[src/rtl/debounce_multi.sv]
// Multi-channel key/switch debouncer with a shared sample prescaler.
// Each channel: synchroniser, stability counter, registered rise/fall strobes.
module debounce_multi #(
    parameter int   CHANNELS    = 4,
    parameter int   DIV_MAX     = 29999,
    parameter int   STABLE_CNT  = 4,
    parameter int   SYNC_STAGES = 2,
    parameter logic INIT_LEVEL  = 1'b0
) (
    input  logic                clk,
    input  logic                rst,
    input  logic [CHANNELS-1:0] in,
    output logic [CHANNELS-1:0] out,
    output logic [CHANNELS-1:0] rise,
    output logic [CHANNELS-1:0] fall,
    output logic                tick
);

    localparam int PW = (DIV_MAX > 0) ? $clog2(DIV_MAX + 1) : 1;
    localparam int CW = $clog2(STABLE_CNT + 1);

    localparam logic [PW-1:0]       DIV_TC   = PW'(DIV_MAX);
    localparam logic [CW-1:0]       CNT_LAST = CW'(STABLE_CNT - 1);
    localparam logic [CHANNELS-1:0] INIT_VEC = {CHANNELS{INIT_LEVEL}};

    logic [PW-1:0]       pre;
    logic [CHANNELS-1:0] sync_q [SYNC_STAGES];
    logic [CHANNELS-1:0] s;
    logic [CW-1:0]       cnt     [CHANNELS];
    logic [CW-1:0]       cnt_nxt [CHANNELS];
    logic [CHANNELS-1:0] out_nxt;
    logic [CHANNELS-1:0] rise_nxt;
    logic [CHANNELS-1:0] fall_nxt;

    // tick is registered: it is high in the cycle after pre hits DIV_TC
    always_ff @(posedge clk) begin
        if (!rst) begin
            pre  <= '0;
            tick <= 1'b0;
        end else if (pre == DIV_TC) begin
            pre  <= '0;
            tick <= 1'b1;
        end else begin
            pre  <= pre + PW'(1);
            tick <= 1'b0;
        end
    end

    always_ff @(posedge clk) begin
        if (!rst) begin
            for (int k = 0; k < SYNC_STAGES; k++) begin
                sync_q[k] <= INIT_VEC;
            end
        end else begin
            sync_q[0] <= in;
            for (int k = 1; k < SYNC_STAGES; k++) begin
                sync_q[k] <= sync_q[k-1];
            end
        end
    end

    assign s = sync_q[SYNC_STAGES-1];

    always_comb begin
        out_nxt  = out;
        rise_nxt = '0;
        fall_nxt = '0;
        for (int i = 0; i < CHANNELS; i++) begin
            cnt_nxt[i] = cnt[i];
            if (tick) begin
                if (s[i] == out[i]) begin
                    cnt_nxt[i] = '0;
                end else if (cnt[i] == CNT_LAST) begin
                    cnt_nxt[i]  = '0;
                    out_nxt[i]  = s[i];
                    rise_nxt[i] = s[i];
                    fall_nxt[i] = ~s[i];
                end else begin
                    cnt_nxt[i] = cnt[i] + CW'(1);
                end
            end
        end
    end

    // strobes are registered alongside out so they coincide with the flip
    always_ff @(posedge clk) begin
        if (!rst) begin
            for (int i = 0; i < CHANNELS; i++) begin
                cnt[i] <= '0;
            end
            out  <= INIT_VEC;
            rise <= '0;
            fall <= '0;
        end else begin
            for (int i = 0; i < CHANNELS; i++) begin
                cnt[i] <= cnt_nxt[i];
            end
            out  <= out_nxt;
            rise <= rise_nxt;
            fall <= fall_nxt;
        end
    end

endmodule

[config.mk]
export PLATFORM = sky130hd
export DESIGN_NAME = debounce_multi
export DESIGN_NICKNAME = d
export VERILOG_FILES = /design/src/rtl/debounce_multi.sv
export SDC_FILE = /design/constraint.sdc
export NUM_CORES = 1
export LEC_CHECK = 0
export CORE_ASPECT_RATIO = 0.8
export CORE_MARGIN = 2
export CORE_UTILIZATION = 50
export CTS_CLUSTER_SIZE = 14
export DETAILED_ROUTE_END_ITERATION = 10
export GPL_TIMING_DRIVEN = 0
export PLACE_DENSITY_LB_ADDON = 0.25
export SYNTH_ARGS = -nofsm -noshare
export SYNTH_HDL_FRONTEND = slang
export SYNTH_SLANG_ARGS = --single-unit
[constraint.sdc]
create_clock -name clk -period 3.4 [get_ports clk]
set_input_delay 1.02 -clock clk [delete_from_list [all_inputs] [get_ports clk]]
set_output_delay 1.02 -clock clk [all_outputs]
set_load 0.02 [all_outputs]
== Word level (Yosys, flattened, before mapping) ==
Memory sizes are Yosys's and may differ from the RTL's.
Index checks and enable logic that the tools add are counted.

* RAM bits: 20
* Logic and storage cells: 80
* Bits of input ports: 6
* Output and inout bits: 13
* Flip-flop bits (word level): 28
* Memories: 2

* Reductions and logical operators: 9
* Bitwise logic cells: 20
* $add $sub $neg: 5
* Multiplexer cells: 21
* Equality and inequality tests: 9

{| class="wikitable"
|+ Memory list
! name !! depth !! bits a word !! read ports !! clocked after Yosys merged registers in !! wr ports !! line !! RTL
|-
| cnt || 4 || 3 || 4 || 0 || 4 || 29 || <nowiki>logic [CW-1:0] cnt [CHANNELS];</nowiki>
|-
| sync_q || 2 || 4 || 2 || 0 || 2 || 27 || <nowiki>logic [CHANNELS-1:0] sync_q [SYNC_STAGES];</nowiki>
|}

{| class="wikitable"
|+ Operators by type and width
! cell !! count
|-
| 2-to-1 mux 3 bit || 16
|-
| OR reduction 4 bit || 4
|-
| adder 15 x 1 -> 15 bit (second input constant) || 1
|-
| == test 15 bit (second input constant) || 1
|-
| NOT 1 bit || 14
|-
| adder 3 x 1 -> 3 bit (second input constant) || 4
|-
| == test 3 x 2 -> 1 bit (second input constant) || 4
|-
| AND reduction 3 bit || 4
|-
| 2-to-1 mux 4 bit || 2
|-
| OR 1 bit || 6
|-
| == test 1 bit || 4
|-
| 2-to-1 mux 1 bit || 3
|-
| OR reduction 2 bit || 1
|}

== Logic depth before layout (Yosys ltp) ==
Gate-level depths: netlist (run 1).

* Depth in word-level cells: 5
* Gate-level depth with buffers: 6
* Depth with buffers taken out: 5

== Least setup slack after synthesis (run 1) ==
No wires, ideal clock.

* Path kind: input-to-reg
* Start: input port rst
* End: register fall[1]
* Stages on the path: 2
* Data required time: 3,304 ps
* Path slack: 1,903 ps
* Buffers on the path: 0
* Setup time: 96 ps
* Arrival time: 1,400 ps
* Cells stage by stage: nand2_1 > nor4b_1

* Cells in the longest elaborated chain, start to end: 2

{| class="wikitable"
|+ Ends and longest elaborated chain
! item !! line !! RTL
|-
| start: declaration || 11 || <nowiki>input logic rst,</nowiki>
|-
| NOT 1 bit (no line) || -- ||
|-
| OR reduction 4 bit (no line) || -- ||
|-
| end signal: assignment || 100 || <nowiki>fall <= fall_nxt;</nowiki>
|-
| end: declaration || 15 || <nowiki>output logic [CHANNELS-1:0] fall,</nowiki>
|}

Every way passes these cells.
A chain may end at the register's enable or synchronous reset.

== Worst setup path in the final report (run 1) ==
* Start: register out[1]
* End: output port out[1]

{| class="wikitable"
|+ RTL lines
! item !! line !! RTL
|-
| start: declaration || 13 || <nowiki>output logic [CHANNELS-1:0] out,</nowiki>
|-
| start signal: assignment || 98 || <nowiki>out <= out_nxt;</nowiki>
|}

No word-level cell between the ends.

==> results of run 1 <==
==> where the power goes <==
group	switching [mW]	leakage, nW	internal (mW)
Sequential	0.00605	0.389	0.569
Clock	0.172	0.0410	0.140
Combinational	0.0135	0.344	0.0150
==> how the worst max path moves through the flow <==
stage	to	slack, ns	cells past startpoint
after floorplan	fall[1]$_SDFF_PP0_	1.90	2
after global placement	fall[1]$_SDFF_PP0_	0.90	3
after detailed placement	fall[0]$_SDFF_PP0_	0.86	3
after CTS	out[2]	1.02	1
after global routing	out[0]	0.96	1
final	out[1]	1.04	1
==> final cells by class <==
type,count,share of cell area
repair buffers,18,0.0809
multi-input cells,140,0.403
well taps,44,0.0247
inverters,7,0.0118
plain buffers,6,0.0135
flip-flops and latches,48,0.431
clock buffers,6,0.0326
clock inverters,1,0.00225
==> Yosys cell counts <==
cell type,n,area share
sky130_fd_sc_hd__nor2b_1,4,0.013
sky130_fd_sc_hd__ha_1,5,0.033
sky130_fd_sc_hd__clkbuf_1,5,0.0098
sky130_fd_sc_hd__nor4b_1,4,0.018
sky130_fd_sc_hd__xnor2_1,13,0.059
sky130_fd_sc_hd__and4_1,1,0.0046
sky130_fd_sc_hd__inv_1,7,0.014
sky130_fd_sc_hd__nand2_1,13,0.025
sky130_fd_sc_hd__nor4_2,1,0.0065
sky130_fd_sc_hd__a21boi_0,12,0.047
sky130_fd_sc_hd__nand4_1,3,0.0098
sky130_fd_sc_hd__nor2_1,21,0.041
sky130_fd_sc_hd__buf_6,1,0.0059
sky130_fd_sc_hd__and3_1,4,0.013
sky130_fd_sc_hd__nand4_2,1,0.0065
sky130_fd_sc_hd__nor3_1,4,0.010
sky130_fd_sc_hd__nand2b_1,12,0.039
sky130_fd_sc_hd__or3_1,1,0.0033
sky130_fd_sc_hd__nand4b_1,2,0.0091
sky130_fd_sc_hd__nand3_2,1,0.0052
sky130_fd_sc_hd__nand2b_2,1,0.0046
sky130_fd_sc_hd__nand3b_1,4,0.016
sky130_fd_sc_hd__nand3_1,10,0.026
sky130_fd_sc_hd__o21ai_0,4,0.010
sky130_fd_sc_hd__nor4_1,6,0.020
sky130_fd_sc_hd__and2_1,9,0.029
sky130_fd_sc_hd__xor2_1,4,0.018
sky130_fd_sc_hd__dfxtp_1,48,0.50
==> per-stage QoR <==
step	area, um^2	setup slack, ns	util
final	2230	1.04	0.598
after global routing	2230	0.963	0.598
after CTS	2230	1.02	0.598
after detailed placement	2150	0.860	0.577
after global placement	2150	0.895	0.577
after floorplan	1920	1.90	-
==> sequential cells by signal (all words and copies together), names as in the netlist <==
register,flops
sync_q,8
cnt,12
pre,15
tick,1
rise,4
out,4
fall,4
==> cells in the final DEF, fill, tap and decap left out, drive strengths merged <==
master and instances:
a21boi 12, and2 9, and3 4, and4 1, buf 1, clkbuf 11, clkdlybuf4s50 18, clkinv 1
dfxtp 48, ha 5, inv 7, nand2 13, nand2b 13, nand3 11, nand3b 4, nand4 4
nand4b 2, nor2 21, nor2b 4, nor3 4, nor4 7, nor4b 4, o21ai 4, or3 1
xnor2 13, xor2 4
==> kinds of logic after synthesis <==
kind of cell	synth area share
AOI/OAI and AO/OA	0.0575
buffers and inverters	0.0294
xor gates and xnor gates	0.0777
DFF	0.502
and+or+nand+nor	0.301
adders and majority gates	0.0327
==> routing by layer <==
metal / vias to the layer above / track usage / share of wire
met5: - / 0 / 0
met4: 0 / 0.0873 / 0.018
met3: 8 / 0.0459 / 0.040
met2: 22 / 0.277 / 0.44
met1: 637 / 0.225 / 0.50
li1: 726 / - / -
==> out/qor_table.md, run 1 <==
| Parameter | This run | Unit |
| --- | --- | --- |
| GPL Wtd Cong | 0.825 | - |
| Hold Crit Endpoint | sync_q[0][6]$_SDFF_PN0_ | - |
| WP data arrival | 1.34 | ns |
| Maximum number of pins on one net before global-route repair | 14 | - |
| Cell area after synthesis | 0.00192 | mm^2 |
| DP Cell Count | 263 | - |
| Final Cycle Share | 0.694 | - |
| N_diodes | 0 | - |
| Number of nets in the synthesized netlist | 212 | - |
| Unrepaired setup endpoints after global routing | no | - |
| Iteration count of the initial detailed-routing pass | 4 | - |
| Worst setup startpoint | out[1]$_SDFFE_PN0P_ | - |
| Critical Path End Type | primary output | - |
| Post-route setup TNS | 0 | ns |
| Setup Skew | 0.00337 | ns |
| Class of the tightest hold or removal check | register to register | - |
| Cell type group with the largest total delay on the critical path | buffers and inverters | - |
| Reg area | 961 | um^2 |
| Hold Buf Count CTS | 0 | - |
| Worst path buffer plus inverter count | 1 | - |
| CTS Root Buffer Type | sky130_fd_sc_hd__clkbuf_8 | - |
| Fillers | 332 | - |
| Die span in y | 59.4 | um |
| Worst hold slack across all endpoints | 0.439 | ns |
| Power per Cell Area | 411 | mW/mm^2 |
| Cell-by-cell listing of the critical path | clkdlybuf4s50_1 | - |
| Count of antenna-violating nets left after detailed routing | 0 | - |
| CTS resizes | 0 | - |
| Worst R2R End | pre[9]$_SDFF_PP0_ | - |
| Via Count | 1393 | - |
| DRC violations left | 0 | - |
| Slew headroom | 0.679 | - |
| Floorplan die width | 73.2 | um |
| Yosys warning count | 0 | - |
| Number of non-filler instances in the completed layout | 270 | - |
| Leakage power | 0.774 | nW |
| Clock slew at the register clock pins of the worst setup and hold paths | 0.08 | ns |
| Num CTS Buffers | 5 | - |
| Skew-Pair Late Insertion Delay | 0.29 | ns |
| Max VDD drop | 281 | uV |
| H-tree Lvls | 2 | - |
| Largest incremental delay on the critical path | 0.63 | ns |
| Startpoint type of the worst setup path | register | - |
| Number of nets in the finished design | 237 | - |
| Startpoint of the most critical register-to-register path | pre[0]$_SDFF_PP0_ | - |
| WL/cell | 12.0 | um |
| Area taken by multi-input logic gates | 898 | um^2 |
| Top Ports | 19 | - |
| TritonCTS clock tree | done | - |
| Full die area | 0.00435 | mm^2 |
| Min Tclk post-route | 2.36 | ns |
| Worst Min Path Start | sync_q[0][2]$_SDFF_PN0_ | - |
| Final Total Pwr | 915 | uW |
| Number of global-route vias before repair | 1309 | - |
| Final hold violations | 0 | - |
| Total wire length after detailed routing | 3.23 | mm |
| Least-Margin Pin Slew | 0.482 | ns |
| Clock Tree Buf Depth | 2 | - |
| Pins over their slew limit | 0 | - |
| Area Overhead vs Synth | 16.3 | % |
| Worst reg-to-reg path cell count | 6 | - |
| Max capacitance violation total | 0 | - |
| Cells after Synth | 201 | - |
| First-pass GRT wire length | 5.75 | mm |
| Port Buffers | 18 | - |
| Starting utilization of the core area | 0.514 | - |
| Critical path start-end classification | register to primary output | - |
| Cells on Worst Hold Path | 1 | - |
| Post-detailed-route via-to-cell ratio | 5.16 | - |
| Data required time of the worst path | 2.38 | ns |
| Iteration-0 DRC count of the detailed router | 40 | - |
| Synth unique cells | 28 | - |
| GRT overflow | 0 | - |
| Share of layout cells above drive strength 1 | 0.0487 | - |
| Buffers inserted during post-CTS setup optimization | 0 | - |
| Count of standard-cell rows | 20 | - |
| #FFs+latches synth | 48 | - |
| Mean area per synthesized cell | 9.53 | um^2 |
| Result of the run | finished clean | - |
| CP Max Fanout | 5 | - |
| Sinks on Clock Net | 48 | - |
| Worst-path cell with the longest stage delay | sky130_fd_sc_hd__clkdlybuf4s50_1 | - |
| HPWL after detailed placement | 2.29 | mm |
| Sequential fraction of the synthesis area | 0.502 | - |
| All-Layer GR Usage | 0.176 | - |
| Final setup violating endpoints | 0 | - |
| Std-Cell Core Area | 0.00373 | mm^2 |
| Number of antenna violations at the first check in global routing | 0 | - |
| Highest Clock Rate | 424 | MHz |
| Flop-to-flop setup slack | 1.75 | ns |
Power figures use the tool's default switching activity.
==> run 2: changes to the inputs <==
clock period = 1.9 ns   (was 3.4 ns; I/O delays follow)
==> run 2 against run 1 <==
Against the previous run:
- sequential share of layout area hardly changed
- non-clock buffer count unchanged
- register-to-register slack lost 1.5 ns
- total power grew 79%
- count of clock-buffer cells in the layout is the same
- cell area shrank 0.11%
- critical path depth unchanged
- clock power increased by 79%
- largest cell class unchanged
==> out/qor_table.md, run 2 (synthesis gave the netlist of run 1 again) <==
| Parameter | This run | Unit | vs previous |
| --- | --- | --- | --- |
| Result of the run | finished clean | - |  |
| Pins over their slew limit | 0 | - | unchanged |
| Biggest register | pre | - |  |
| Starting utilization of the core area | 0.514 | - | unchanged |
| Full die area | 0.00435 | mm^2 | unchanged |
| CTS Root Buffer Type | sky130_fd_sc_hd__clkbuf_8 | - |  |
| Worst Min Path Start | sync_q[0][2]$_SDFF_PN0_ | - |  |
| Total wire length after detailed routing | 3.23 | mm | about the same |
| Hold Buf Count CTS | 0 | - | unchanged |
| Critical path start-end classification | register to primary output | - |  |
| H-tree Lvls | 2 | - | unchanged |
| Max FFs per register | 15 | - | unchanged |
| Leading cell types in the layout, fill and taps excluded | sky130_fd_sc_hd__dfxtp_1, sky130_fd_sc_hd__nor2_1, sky130_fd_sc_hd__clkdlybuf4s50_1, sky130_fd_sc_hd__xnor2_1 | - |  |
| Post-detailed-route via-to-cell ratio | 5.17 | - | +0.22% |
| Worst setup startpoint | tick$_SDFF_PN0_ | - |  |
| CTS resizes | 4 | - | +4 |
| GRT overflow | 0 | - | unchanged |
| Iteration-0 DRC count of the detailed router | 40 | - | unchanged |
| Floorplan die width | 73.2 | um | unchanged |
| Startpoint type of the worst setup path | register | - |  |
| Port Buffers | 18 | - | unchanged |
| Number of antenna violations at the first check in global routing | 0 | - | unchanged |
| Startpoint of the most critical register-to-register path | pre[0]$_SDFF_PP0_ | - |  |
| First-pass GRT wire length | 5.77 | mm | +0.24% |
| N_diodes | 0 | - | unchanged |
| Min Tclk post-route | 1.82 | ns |  |
| Clock slew at the register clock pins of the worst setup and hold paths | 0.08 | ns | about the same |
| Cell-by-cell listing of the critical path | clkdlybuf4s50_1 | - |  |
| Data required time of the worst path | 1.33 | ns | -1.05 ns |
| Final Total Pwr | 1.64 | mW | +79% |
| TritonCTS clock tree | done | - |  |
| HPWL after detailed placement | 2.29 | mm | unchanged |
| Cell type group with the largest total delay on the critical path | buffers and inverters | - |  |
| DRC violations left | 0 | - | unchanged |
| Std-Cell Core Area | 0.00373 | mm^2 | unchanged |
| All-Layer GR Usage | 0.176 | - | +0.000362 |
| Unrepaired setup endpoints after global routing | no | - |  |
| Die span in y | 59.4 | um | unchanged |
| Buffers inserted during post-CTS setup optimization | 0 | - | unchanged |
| CP Max Fanout | 3 | - | -2 |
| Least-Margin Pin Slew | 0.485 | ns | +0.00377 ns |
| Max VDD drop | 504 | uV | +79% |
| Leakage power | 0.794 | nW | +2.6% |
| Final setup violating endpoints | 0 | - | unchanged |
| Worst path buffer plus inverter count | 1 | - | unchanged |
| Skew-Pair Late Insertion Delay | 0.29 | ns | about the same |
| Final Cycle Share | 0.960 | - |  |
| Critical Path End Type | primary output | - |  |
| Sinks on Clock Net | 48 | - | unchanged |
| Setup Skew | 0.00350 | ns | +0.000134 ns |
| Number of nets in the finished design | 237 | - | unchanged |
| Class of the tightest hold or removal check | register to register | - |  |
| Share of layout cells above drive strength 1 | 0.0531 | - | +0.00442 |
| Number of global-route vias before repair | 1311 | - | +0.15% |
| Largest registers in the final layout | pre (15), cnt (12), sync_q (8) | - |  |
| Power per Cell Area | 736 | mW/mm^2 | +79% |
| Final hold violations | 0 | - | unchanged |
| Top Ports | 19 | - | unchanged |
| Largest incremental delay on the critical path | 0.61 | ns | -0.02 ns |
| Count of standard-cell rows | 20 | - | unchanged |
| Maximum number of pins on one net before global-route repair | 14 | - | unchanged |
| WP data arrival | 1.25 | ns | -0.09 ns |
| Max capacitance violation total | 0 | - | unchanged |
| Num CTS Buffers | 5 | - | unchanged |
| Worst-path cell with the longest stage delay | sky130_fd_sc_hd__clkdlybuf4s50_1 | - |  |
| Slew headroom | 0.676 | - | -0.00251 |
| Area Overhead vs Synth | 16.2 | % |  |
| Via Count | 1396 | - | +0.22% |
| Worst hold slack across all endpoints | 0.439 | ns | +0.0000480 ns |
| Most frequent standard cell in the layout excluding fill and tap cells | sky130_fd_sc_hd__dfxtp_1 | - |  |
| Clock Tree Buf Depth | 2 | - | unchanged |
| Iteration count of the initial detailed-routing pass | 4 | - | unchanged |
| GPL Wtd Cong | 0.825 | - | unchanged |
| Highest Clock Rate | 548 | MHz |  |
| Count of antenna-violating nets left after detailed routing | 0 | - | unchanged |
| WL/cell | 12.0 | um | about the same |
[run 2: cell type report]
type	instances	area (um^2)
fill	335	1500
sequential	48	961
multi-input combinational	140	901
timing repair buffer	18	175
clock buffer	6	72.6
tap	44	55.1
buffer	6	30.0
inverter	7	26.3
clock inverter	1	5.00
[run 2: power breakdown]
| group | internal [mW] | total (mW) | switching [mW] |
|---|---|---|---|
| registers | 1.02 | 1.03 | 0.0108 |
| clock network | 0.250 | 0.558 | 0.308 |
| logic | 0.0268 | 0.0511 | 0.0243 |
[run 2: metrics by stage]
step	util	instance area (um^2)	std cells	setup slack (ns)	setup TNS, ns
final	0.597	2230	270	0.0756	0
after global routing	0.597	2230	270	0.0416	0
after CTS	0.596	2220	270	0.0627	0
after detailed placement	0.577	2150	263	-0.190	-1.40
after global placement	0.577	2150	263	-0.155	-1.25
after floorplan	-	1920	201	0.480	0
[run 2: worst reg2reg max path, cell delays in order (launching register included)]
cell                       delay (ns)
sky130_fd_sc_hd__dfxtp_1         0.39
sky130_fd_sc_hd__ha_1            0.22
sky130_fd_sc_hd__nand3_2         0.19
sky130_fd_sc_hd__nor4_2          0.28
sky130_fd_sc_hd__nand2b_2        0.24
sky130_fd_sc_hd__buf_6           0.16
sky130_fd_sc_hd__nor2_1          0.06
[run 2: final timing paths]
kind	endpoint	slack, ns	cells past startpoint
worst max-delay path	tick	0.08	1
worst min-delay path	sync_q[0][6]$_SDFF_PN0_	0.44	1
worst max register to register	pre[9]$_SDFF_PP0_	0.25	6
worst min register to register	sync_q[0][6]$_SDFF_PN0_	0.44	1
[run 2: per-layer routing]
metal,routed length (um),global-route usage,vias up
li1,-,-,726
met1,1610,0.225,638
met2,1420,0.278,24
met3,137,0.0459,8
met4,58,0.0873,0
met5,0,0,-
